### src/rtl/vram_wr_arb.sv
// Two-requester round-robin arbiter and full-frame clear sequencer for the VRAM write port.
// Latency: a transfer accepted at edge N is on vram_* after edge N; one write per cycle.
// Backpressure: r0_ready/r1_ready go high combinationally for the winner only, both low while clearing.
//
// Ports: CLOCK_50 / reset (synchronous, active-low); r0_* renderer and r1_* host
// valid/adr/d in with ready out; clr_start/clr_color start a fill and clr_busy
// reports it; vram_we/vram_wadr/vram_d drive the VRAM write port; last_gnt is the
// index of the most recently granted requester.
// Optional feature: define VRAM_WR_ARB_CLEAR_EN to build in the clear engine;
// without it clr_start/clr_color are ignored and clr_busy is tied to 0.
module vram_wr_arb #(
    parameter int DW     = 24,
    parameter int AW     = 16,
    parameter int PIXELS = 53760
) (
    input  logic          CLOCK_50,
    input  logic          reset,
    input  logic          r0_valid,
    input  logic [AW-1:0] r0_adr,
    input  logic [DW-1:0] r0_d,
    output logic          r0_ready,
    input  logic          r1_valid,
    input  logic [AW-1:0] r1_adr,
    input  logic [DW-1:0] r1_d,
    output logic          r1_ready,
    input  logic          clr_start,
    input  logic [DW-1:0] clr_color,
    output logic          clr_busy,
    output logic          vram_we,
    output logic [AW-1:0] vram_wadr,
    output logic [DW-1:0] vram_d,
    output logic          last_gnt
);

    logic          we_n;
    logic [AW-1:0] wadr_n;
    logic [DW-1:0] d_n;
    logic          last_n;

`ifdef VRAM_WR_ARB_CLEAR_EN
    typedef enum logic {ARB, CLEAR} state_t;

    localparam logic [AW-1:0] LAST_ADR = AW'(PIXELS - 1);

    state_t        state, state_n;
    logic [AW-1:0] cnt, cnt_n;
    logic [DW-1:0] color, color_n;

    assign clr_busy = (state == CLEAR);
`else
    assign clr_busy = 1'b0;

    logic unused_clr;
    assign unused_clr = ^{clr_start, clr_color};
`endif

    always_comb begin
        r0_ready = 1'b0;
        r1_ready = 1'b0;
        we_n     = 1'b0;
        wadr_n   = vram_wadr;
        d_n      = vram_d;
        last_n   = last_gnt;
`ifdef VRAM_WR_ARB_CLEAR_EN
        state_n  = state;
        cnt_n    = cnt;
        color_n  = color;
        if (state == CLEAR) begin
            we_n   = 1'b1;
            wadr_n = cnt;
            d_n    = color;
            // The counter stops at the last address instead of wrapping.
            if (cnt == LAST_ADR) begin
                state_n = ARB;
            end else begin
                cnt_n = cnt + AW'(1);
            end
        end else if (clr_start) begin
            // Clear wins over any pending request in the start cycle too.
            state_n = CLEAR;
            cnt_n   = '0;
            color_n = clr_color;
        end else
`endif
        begin
            // Ready is gated by reset so nothing is acknowledged while in reset.
            if (reset) begin
                if (r0_valid && (!r1_valid || last_gnt)) begin
                    r0_ready = 1'b1;
                end else if (r1_valid) begin
                    r1_ready = 1'b1;
                end
            end
            if (r0_ready) begin
                we_n   = 1'b1;
                wadr_n = r0_adr;
                d_n    = r0_d;
                last_n = 1'b0;
            end else if (r1_ready) begin
                we_n   = 1'b1;
                wadr_n = r1_adr;
                d_n    = r1_d;
                last_n = 1'b1;
            end
        end
    end

    always_ff @(posedge CLOCK_50) begin
        if (!reset) begin
            vram_we   <= 1'b0;
            vram_wadr <= '0;
            vram_d    <= '0;
            last_gnt  <= 1'b1;
`ifdef VRAM_WR_ARB_CLEAR_EN
            state     <= ARB;
            cnt       <= '0;
            color     <= '0;
`endif
        end else begin
            vram_we   <= we_n;
            vram_wadr <= wadr_n;
            vram_d    <= d_n;
            last_gnt  <= last_n;
`ifdef VRAM_WR_ARB_CLEAR_EN
            state     <= state_n;
            cnt       <= cnt_n;
            color     <= color_n;
`endif
        end
    end

endmodule
### config.mk
export PLATFORM = sky130hd
export DESIGN_NAME = vram_wr_arb
export DESIGN_NICKNAME = d
export VERILOG_FILES = /design/src/rtl/vram_wr_arb.sv
export SDC_FILE = /design/constraint.sdc
export NUM_CORES = 1
export LEC_CHECK = 0
export CORE_ASPECT_RATIO = 1.2
export CORE_MARGIN = 5
export CORE_UTILIZATION = 37
export DETAILED_ROUTE_END_ITERATION = 12
export PLACE_DENSITY_LB_ADDON = 0.3
export SETUP_SLACK_MARGIN = 0.4
export SYNTH_ARGS = -nofsm -noshare
export SYNTH_HDL_FRONTEND = slang
export SYNTH_SLANG_ARGS = --single-unit
export TNS_END_PERCENT = 50
### constraint.sdc
create_clock -name CLOCK_50 -period 1.96 [get_ports CLOCK_50]
set_input_delay 0.392 -clock CLOCK_50 [delete_from_list [all_inputs] [get_ports CLOCK_50]]
set_output_delay 0.392 -clock CLOCK_50 [all_outputs]
set_load 0.01 [all_outputs]
==> results.json, run 1 <==
{
  "io_pins": 154,
  "netlist_area_um2": 2150,
  "ys_seq_area_share_pct": 39.2,
  "cap_viol_max_count": 0,
  "slew_violations": 0,
  "synth-warning-count": 0,
  "n_antenna_cell": 0,
  "p_per_area_nw_per_um2": 596,
  "clkSinkCount": 42,
  "cts_buffer_depth": 2,
  "r2r_slack_ns": 0.58,
  "tns_ns": 0,
  "timing.rr.end": "vram_wadr[13]",
  "arrival_ns": 1.17,
  "syn_inst": 252,
  "insertion_delay_ns": 0.29,
  "yosysTopAreaCell": "dfxtp_1",
  "worstRegToRegCells": 4,
  "synthToLayoutAreaGrowth_pct": 61.7,
  "switching_share_pct": 28.1,
  "r2r-start": "last_gnt",
  "clock_power_share_pct": 25.9,
  "dieArea_um2": 7430,
  "p_leak_nw": 1.48,
  "status": "finished clean",
  "avgViaCountPerCell": 5.56,
  "slowest_stage": "clkdlybuf4s50_1",
  "fin_crit_ns": 1.56,
  "finClkSkew_ns": 0.00351,
  "hold_viol_final": 0,
  "cts_tree": "done",
  "wl_per_cell_um": 17.7,
  "syn-num-nets": 361,
  "grt_max_degree": 43,
  "ys_ff_latch": 42,
  "drt_drc_violations_left": 0,
  "startpoint_type": "flip-flop",
  "synth.top_cells.by_count": "dfxtp_1 (42), o21ai_0 (41), a31oi_1 (40), nand3_1 (40), o31ai_1 (40)",
  "fp-row-count": 30,
  "detailed_place_hpwl_mm": 5.02,
  "cts_buffers": 5,
  "fmax_mhz": 642,
  "globalplace.congestion": 0.744,
  "synth_edf_count": 0,
  "vdd_ir_drop_max_mv": 0.281,
  "p_comb_share_pct": 28.5,
  "die_y_um": 93.4,
  "grt_pass1_wl_mm": 11.9,
  "async_reset_ff_share_pct": 0,
  "start_util_pct": 37.9,
  "final_util_pct": 61.3,
  "power_frac_seq_pct": 45.6,
  "yosys.area.top_type_share_pct": 39.2,
  "drt_wl_total_mm": 7.81,
  "setup_viol": 0,
  "cpPeakStageDelay_ns": 0.55,
  "critPathKind": "flip-flop to output pin",
  "netlist-cell-type-count": 19,
  "switching_power_mw": 0.582,
  "avgSynthCellArea_um2": 8.52,
  "place_ws_ns": -0.164,
  "drtAntennaViolNets": 0,
  "fin_crit_sh_pct": 79.5,
  "grt_overflow_total": 0,
  "synth.most_common_cell": "dfxtp_1",
  "clk_pin_slew_ns": 0.08,
  "h-tree-depth": 2,
  "holdPathStages": 2,
  "synth_top_cells_by_area": "dfxtp_1 (39%), o31ai_1 (14%), a31oi_1 (12%)",
  "final_nets": 471,
  "drt_iter0_drc": 103,
  "core_area_um2": 5670,
  "rsz0062_at_grt": "true",
  "die_w_um": 79.5,
  "hold_start": "vram_wadr[11]",
  "intPower_mw": 1.49,
  "critPathMaxFanout": 2,
  "hold_path_end": "vram_wadr[11]",
  "crit_family": "buffers and inverters",
  "grt_pass1_vias": 2342,
  "endpoint_kind": "output pin",
  "cts_setup_buffers": 0,
  "drive_above_1_share_pct": 6.91,
  "port_buffers": 127,
  "grtUsageTotal_pct": 20.2,
  "hp-class": "flip-flop to flip-flop",
  "clockRootBuffer": "clkbuf_8",
  "dp.cells": 435,
  "antenna_found_initial": 0,
  "path_cells": "clkdlybuf4s50_1",
  "cp.required_ns": 1.57,
  "via_count": 2458,
  "yosys_most_used_dff": "dfxtp_1",
  "cp.buffers_inverters": 1,
  "setup_ws_ns": 0.401,
  "first_pass_iters": 4,
  "stdcell_count": 442
}
final cells by class:
class                   count  area [um^2]
flip-flops and latches     42          842
multi-input cells         171         1030
fillers                   517         2200
inverters                   2         7.51
well taps                  80          100
clock buffers               7         76.3
repair buffers            140         1420
what timing repair did:
item,in CTS,in global routing
gates resized for setup,19,17
hold buffers,0,0
setup endpoints to repair,44,35
worst register-to-register path, cell delays in order (launching register included):
cell and delay [ns]:
dfxtp_2 0.39, and2_1 0.16, buf_4 0.37, o21ai_0 0.21
a31oi_1 0.20
layer usage:
| metal | track usage (%) | wire length (um) |
|---|---|---|
| met3 | 4.34 | 593 |
| met4 | 6.16 | 94 |
| met1 | 25.5 | 3160 |
| met2 | 34.1 | 3960 |
| met5 | 0 | 0 |
cells in the final DEF (no fill, tap or decap), drive strengths merged:
cell type	instances
dfxtp	42
nand3b	1
clkbuf	7
and2	2
nor2b	1
nand3	40
dlymetal6s2s	16
nand2	2
clkdlybuf4s50	97
dlygate4sd2	11
o21ai	42
a31oi	40
conb	1
nor2	2
inv	2
o31ai	40
buf	16
state kept, by name, indices dropped and copies added, names as in the netlist:
signal / count
vram_we: 1
vram_d: 24
last_gnt: 1
vram_wadr: 16
power groups by stage:
stage | sequential (mW) | clock [mW] | combinational (mW)
2_1_floorplan | 0.994 | 0 | 0.240
3_3_place_gp | 0.964 | 0 | 0.603
3_5_place_dp | 0.965 | 0 | 0.610
4_1_cts | 0.945 | 0.550 | 0.600
5_1_grt | 0.954 | 0.598 | 0.635
6_report | 0.944 | 0.537 | 0.589
stage by stage:
| step | hold slack (ns) | cell area, um^2 | power [mW] |
|---|---|---|---|
| floorplan | 0.509 | 2150 | 1.23 |
| global placement | 0.475 | 3380 | 1.57 |
| detailed placement | 0.485 | 3380 | 1.57 |
| CTS | 0.496 | 3440 | 2.10 |
| global route | 0.511 | 3470 | 2.19 |
| finish | 0.489 | 3470 | 2.07 |
cell families (layout without fill, tap and decap cells):
logic type	count (synthesis)	after routing	synth area share (%)
other	1	1	0.175
flip-flops	42	42	39.2
buffers and inverters	39	149	12.9
AND/OR/NAND/NOR	48	48	12.3
AO/OA/AOI/OAI	122	122	35.4
how the worst max path moves through the flow:
stage	startpoint	endpoint	slack (ns)	depth (start not counted)
final	vram_wadr[5]	vram_wadr[5]	0.40	1
after global routing	vram_d[3]	vram_d[3]	0.36	1
after CTS	r1_valid	r0_ready	0.36	5
after detailed placement	r0_valid	r0_ready	-0.16	5
after global placement	r0_valid	r0_ready	-0.17	5
after floorplan	r1_valid	r0_ready	0.54	5
Power figures use the tool's default switching activity.
==> run 2, diff against run 1 <==
- CORE_UTILIZATION: 37 -> 35
- clock period: 1.96 -> 1.5 ns (I/O delays scaled with it)
==> run 2 against run 1 <==
Compared with the run above:
- clock skew up 0.0012 ns
- global-route usage decreased by 0.24 points
- core utilization is 2.5 points lower
- largest cell class unchanged
==> results.json, run 2 (synthesis gave the netlist of run 1 again) <==
{
  "path_cells": "nor2b_4 -> nand3b_4 -> inv_4 -> buf_6",
  "tns_ns": 0,
  "stdcell_count": 449,
  "hold_viol_final": 0,
  "drt_drc_violations_left": 0,
  "regArea_um2": 845,
  "worstRegToRegCells": 4,
  "clkSinkCount": 42,
  "insertion_delay_ns": 0.28,
  "hold_path_end": "vram_wadr[8]",
  "p_leak_nw": 1.40,
  "grtUsageTotal_pct": 19.9,
  "r2r-start": "last_gnt",
  "die_w_um": 81.5,
  "detailed_place_hpwl_mm": 5.15,
  "grt_max_degree": 43,
  "fin_crit_sh_pct": 90.2,
  "setup_ws_ns": 0.147,
  "holdPathStages": 2,
  "slowest_stage": "dfxtp_4",
  "antenna_found_initial": 0,
  "avgViaCountPerCell": 5.55,
  "timing.rr.end": "vram_d[12]",
  "grt_pass1_vias": 2610,
  "largest-register": "vram_d",
  "vdd_ir_drop_max_mv": 0.363,
  "arrival_ns": 1.05,
  "cp.required_ns": 1.20,
  "endpoint_kind": "output pin",
  "die_y_um": 95.8,
  "cts_tree": "done",
  "slew_violations": 0,
  "largest_register_ffs": 24,
  "clockRootBuffer": "clkbuf_8",
  "synthToLayoutAreaGrowth_pct": 64.6,
  "core_area_um2": 6010,
  "drt_wl_total_mm": 7.77,
  "rsz0062_at_grt": "true",
  "globalplace.congestion": 0.758,
  "layout_commonest_cell": "clkdlybuf4s50_1",
  "startpoint_type": "flip-flop",
  "hold_start": "vram_wadr[8]",
  "dp.cells": 440,
  "drt_iter0_drc": 154,
  "drtAntennaViolNets": 0,
  "critPathMaxFanout": 4,
  "finClkSkew_ns": 0.00467,
  "p_per_area_nw_per_um2": 782,
  "hp-class": "flip-flop to flip-flop",
  "port_buffers": 127,
  "reg_top3": "vram_d: 24 flops, vram_wadr: 16 flops",
  "place_ws_ns": -0.450,
  "r2r_slack_ns": 0.23,
  "cts_buffers": 5,
  "cap_viol_max_count": 0,
  "final_nets": 475,
  "fmax_mhz": 739,
  "fin_crit_ns": 1.35,
  "multi_input_area_um2": 1040,
  "nFillCells": 578,
  "cts_buffer_depth": 2,
  "grt_pass1_wl_mm": 12.3,
  "start_util_pct": 35.7,
  "fp-row-count": 31,
  "critPathKind": "flip-flop to output pin",
  "dieArea_um2": 7810,
  "holdBufCountCts": 0,
  "grt_overflow_total": 0,
  "layout_common_cells": "clkdlybuf4s50_1 (80), dlygate4sd2_1 (44), o21ai_0 (41), dfxtp_1 (41)",
  "whs_ns": 0.490,
  "h-tree-depth": 2,
  "first_pass_iters": 4,
  "status": "finished clean",
  "setup_viol": 0,
  "via_count": 2492,
  "crit_family": "flip-flops",
  "drive_above_1_share_pct": 9.54,
  "clk_pin_slew_ns": 0.08,
  "cp.buffers_inverters": 2,
  "io_pins": 154,
  "wl_per_cell_um": 17.3,
  "n_antenna_cell": 0,
  "cpPeakStageDelay_ns": 0.37
}
## run 2: cell count changes in the layout (fill, tap and decap cells not counted), moves of 3 or more
| cell | change |
|---|---|
| buf_12 | +4 |
| buf_4 | -3 |
| buf_6 | +4 |
| clkdlybuf4s50_1 | -17 |
| dlygate4sd2_1 | +33 |
| dlymetal6s2s_1 | -16 |
## run 2: layout make-up
| cell class | instances | share of cell area, % |
|---|---|---|
| sequential | 42 | 23.9 |
| multi-input combinational | 171 | 29.5 |
| timing repair buffer | 144 | 40.9 |
| inverter | 2 | 0.283 |
| clock buffer | 7 | 2.44 |
| clock inverter | 1 | 0.142 |
| tap | 82 | 2.90 |
## run 2: worst register-to-register path, stage by stage (launching register included)
cell and delay (ns):
dfxtp_4 0.37, nor2b_4 0.11, buf_4 0.43, o31ai_1 0.12, a31oi_1 0.17
## run 2: worst max-delay path by stage
stage,endpoint,depth (start not counted),startpoint
after floorplan,r0_ready,5,r1_valid
after global placement,r1_ready,4,r0_valid
after detailed placement,r0_ready,5,r1_valid
after CTS,r0_ready,4,last_gnt
after global routing,r0_ready,4,last_gnt
final,r0_ready,4,last_gnt
## run 2: layer usage
layer | wire length, um | vias to the layer above | part of all wire, % | track usage (%)
li1 | - | 1191 | - | -
met1 | 3000 | 1178 | 39 | 21.6
met2 | 3920 | 111 | 50 | 35.7
met3 | 724 | 12 | 9.3 | 6.74
met4 | 131 | 0 | 1.7 | 6.90
met5 | 0 | - | 0 | 0
## run 2: power by group
part | internal, mW | switching [mW] | leakage (nW)
combinational | 0.424 | 0.355 | 1.01
clock | 0.372 | 0.377 | 0.0482
sequential | 1.20 | 0.0367 | 0.346
total | 1.99 | 0.769 | 1.40
## run 2: stage by stage
stage,utilization (%),power (mW),instance area [um^2]
2_1_floorplan,-,1.62,2160
3_3_place_gp,57.7,2.08,3470
3_5_place_dp,57.7,2.09,3470
4_1_cts,58.5,2.79,3520
5_1_grt,58.8,2.90,3530
6_report,58.8,2.76,3530
## run 2: what timing repair did
item	in CTS	in global routing
setup endpoints to repair	86	86
gates resized for setup	56	4
setup buffers	1	0
==> RTL edit, RTL diff (config.mk and constraints of run 1) <==
Change the parameter `DW` from 24 to 36.
--- a/src/rtl/vram_wr_arb.sv
+++ b/src/rtl/vram_wr_arb.sv
@@ -9,7 +9,7 @@
 // Optional feature: define VRAM_WR_ARB_CLEAR_EN to build in the clear engine;
 // without it clr_start/clr_color are ignored and clr_busy is tied to 0.
 module vram_wr_arb #(
-    parameter int DW     = 24,
+    parameter int DW     = 36,
     parameter int AW     = 16,
     parameter int PIXELS = 53760
 ) (
Ports: changed (resized clr_color, r0_d, r1_d and vram_d); port bits go from 154 to 202. No check against the original RTL was run, so the function may have changed too.
==> RTL edit against run 1 <==
Design area up 30%; area after synthesis up 25%; wire length up 31%; clock power up 12%; core utilization up 1.9 points; via count up 28%; setup slack worse by 0.026 ns; largest power group unchanged; critical endpoint is now vram_wadr[11]; sequential cell count up 12; total power up 25%.
==> RTL edit: results (changes against run 1) <==
[timing]
period_share_pct=80.8  ; +1.3 points
worst_clock_skew_ns=0.00338  ; -0.000136 ns

[worst_setup_path]
r2r_end=vram_d[3]
cp.arrival_ns=1.19  ; +0.02 ns

[pwr]
leakage_nw=2.09  ; +42%
peakVddDrop_mv=0.315  ; +12%
comb_power_share_pct=30.1  ; +1.6 points

[global_routing]
met2_usage_pct=36.7  ; +2.7 points
grt_usage_pct=21.4  ; +1.2 points
use_met1_pct=27.1  ; +1.6 points
grt_pass1_vias=3086  ; +32%

[route]
m1WireLength_mm=4.16  ; +32%
wl_mm=10.2  ; +31%
drtIter0Drc=176  ; +71%
met2_length_mm=5.12  ; +29%

[placed_design]
dp_hpwl_mm=6.61  ; +32%
dpl_worst_slack_ns=-0.156  ; +0.00835 ns

[synthesis]
yosysSeqAreaShare_pct=40.3  ; +1.2 points
syn-num-nets=465  ; +29%
synth.area.top_cells=dfxtp_1 40%, o31ai_1 15%, a31oi_1 12%
synth_commonest_cells=54 x dfxtp_1, 52 x a31oi_1, 52 x nand3_1, 52 x o31ai_1, 33 x o21ai_1

[final_layout]
n_fill_cell=631  ; +22%
drive_gt1_share_pct=7.34  ; +0.44 points
largest_register_ffs=36  ; +50%
largestRegisters=vram_d: 36 flops, vram_wadr: 16 flops
nets=608  ; +29%

[run_status]
status=finished, final reports clean

[min_path]
holdPathEnd=last_gnt

## RTL edit: cell count changes after synthesis, sizes merged
| cell | before | now |
|---|---|---|
| dfxtp | 42 | 54 |
| buf | 25 | 30 |
| o21ai | 42 | 54 |
| nand3 | 40 | 52 |
| clkbuf | 12 | 15 |
| a31oi | 40 | 52 |
| o31ai | 40 | 52 |
## RTL edit: layout make-up
class	instances	area share, %
clock buffer	7	1.69
inverter	2	0.166
multi-input combinational	219	29.2
sequential	54	24.0
tap	90	2.50
timing repair buffer	181	42.4
## RTL edit: timing repair
item	in CTS	in global routing
endpoints found under the setup margin	109	79
buffers inserted	1	1
hold buffers	0	0
resized for setup	12	40
endpoints found under the hold margin	0	0
## RTL edit: logic make-up after synthesis
logic type	count (synthesis)	synth area share [%]
AOI/OAI and AO/OA	158	36.8
and+or+nand+nor	60	11.7
DFF	54	40.3
buffers and inverters	47	11.0
other	1	0.140
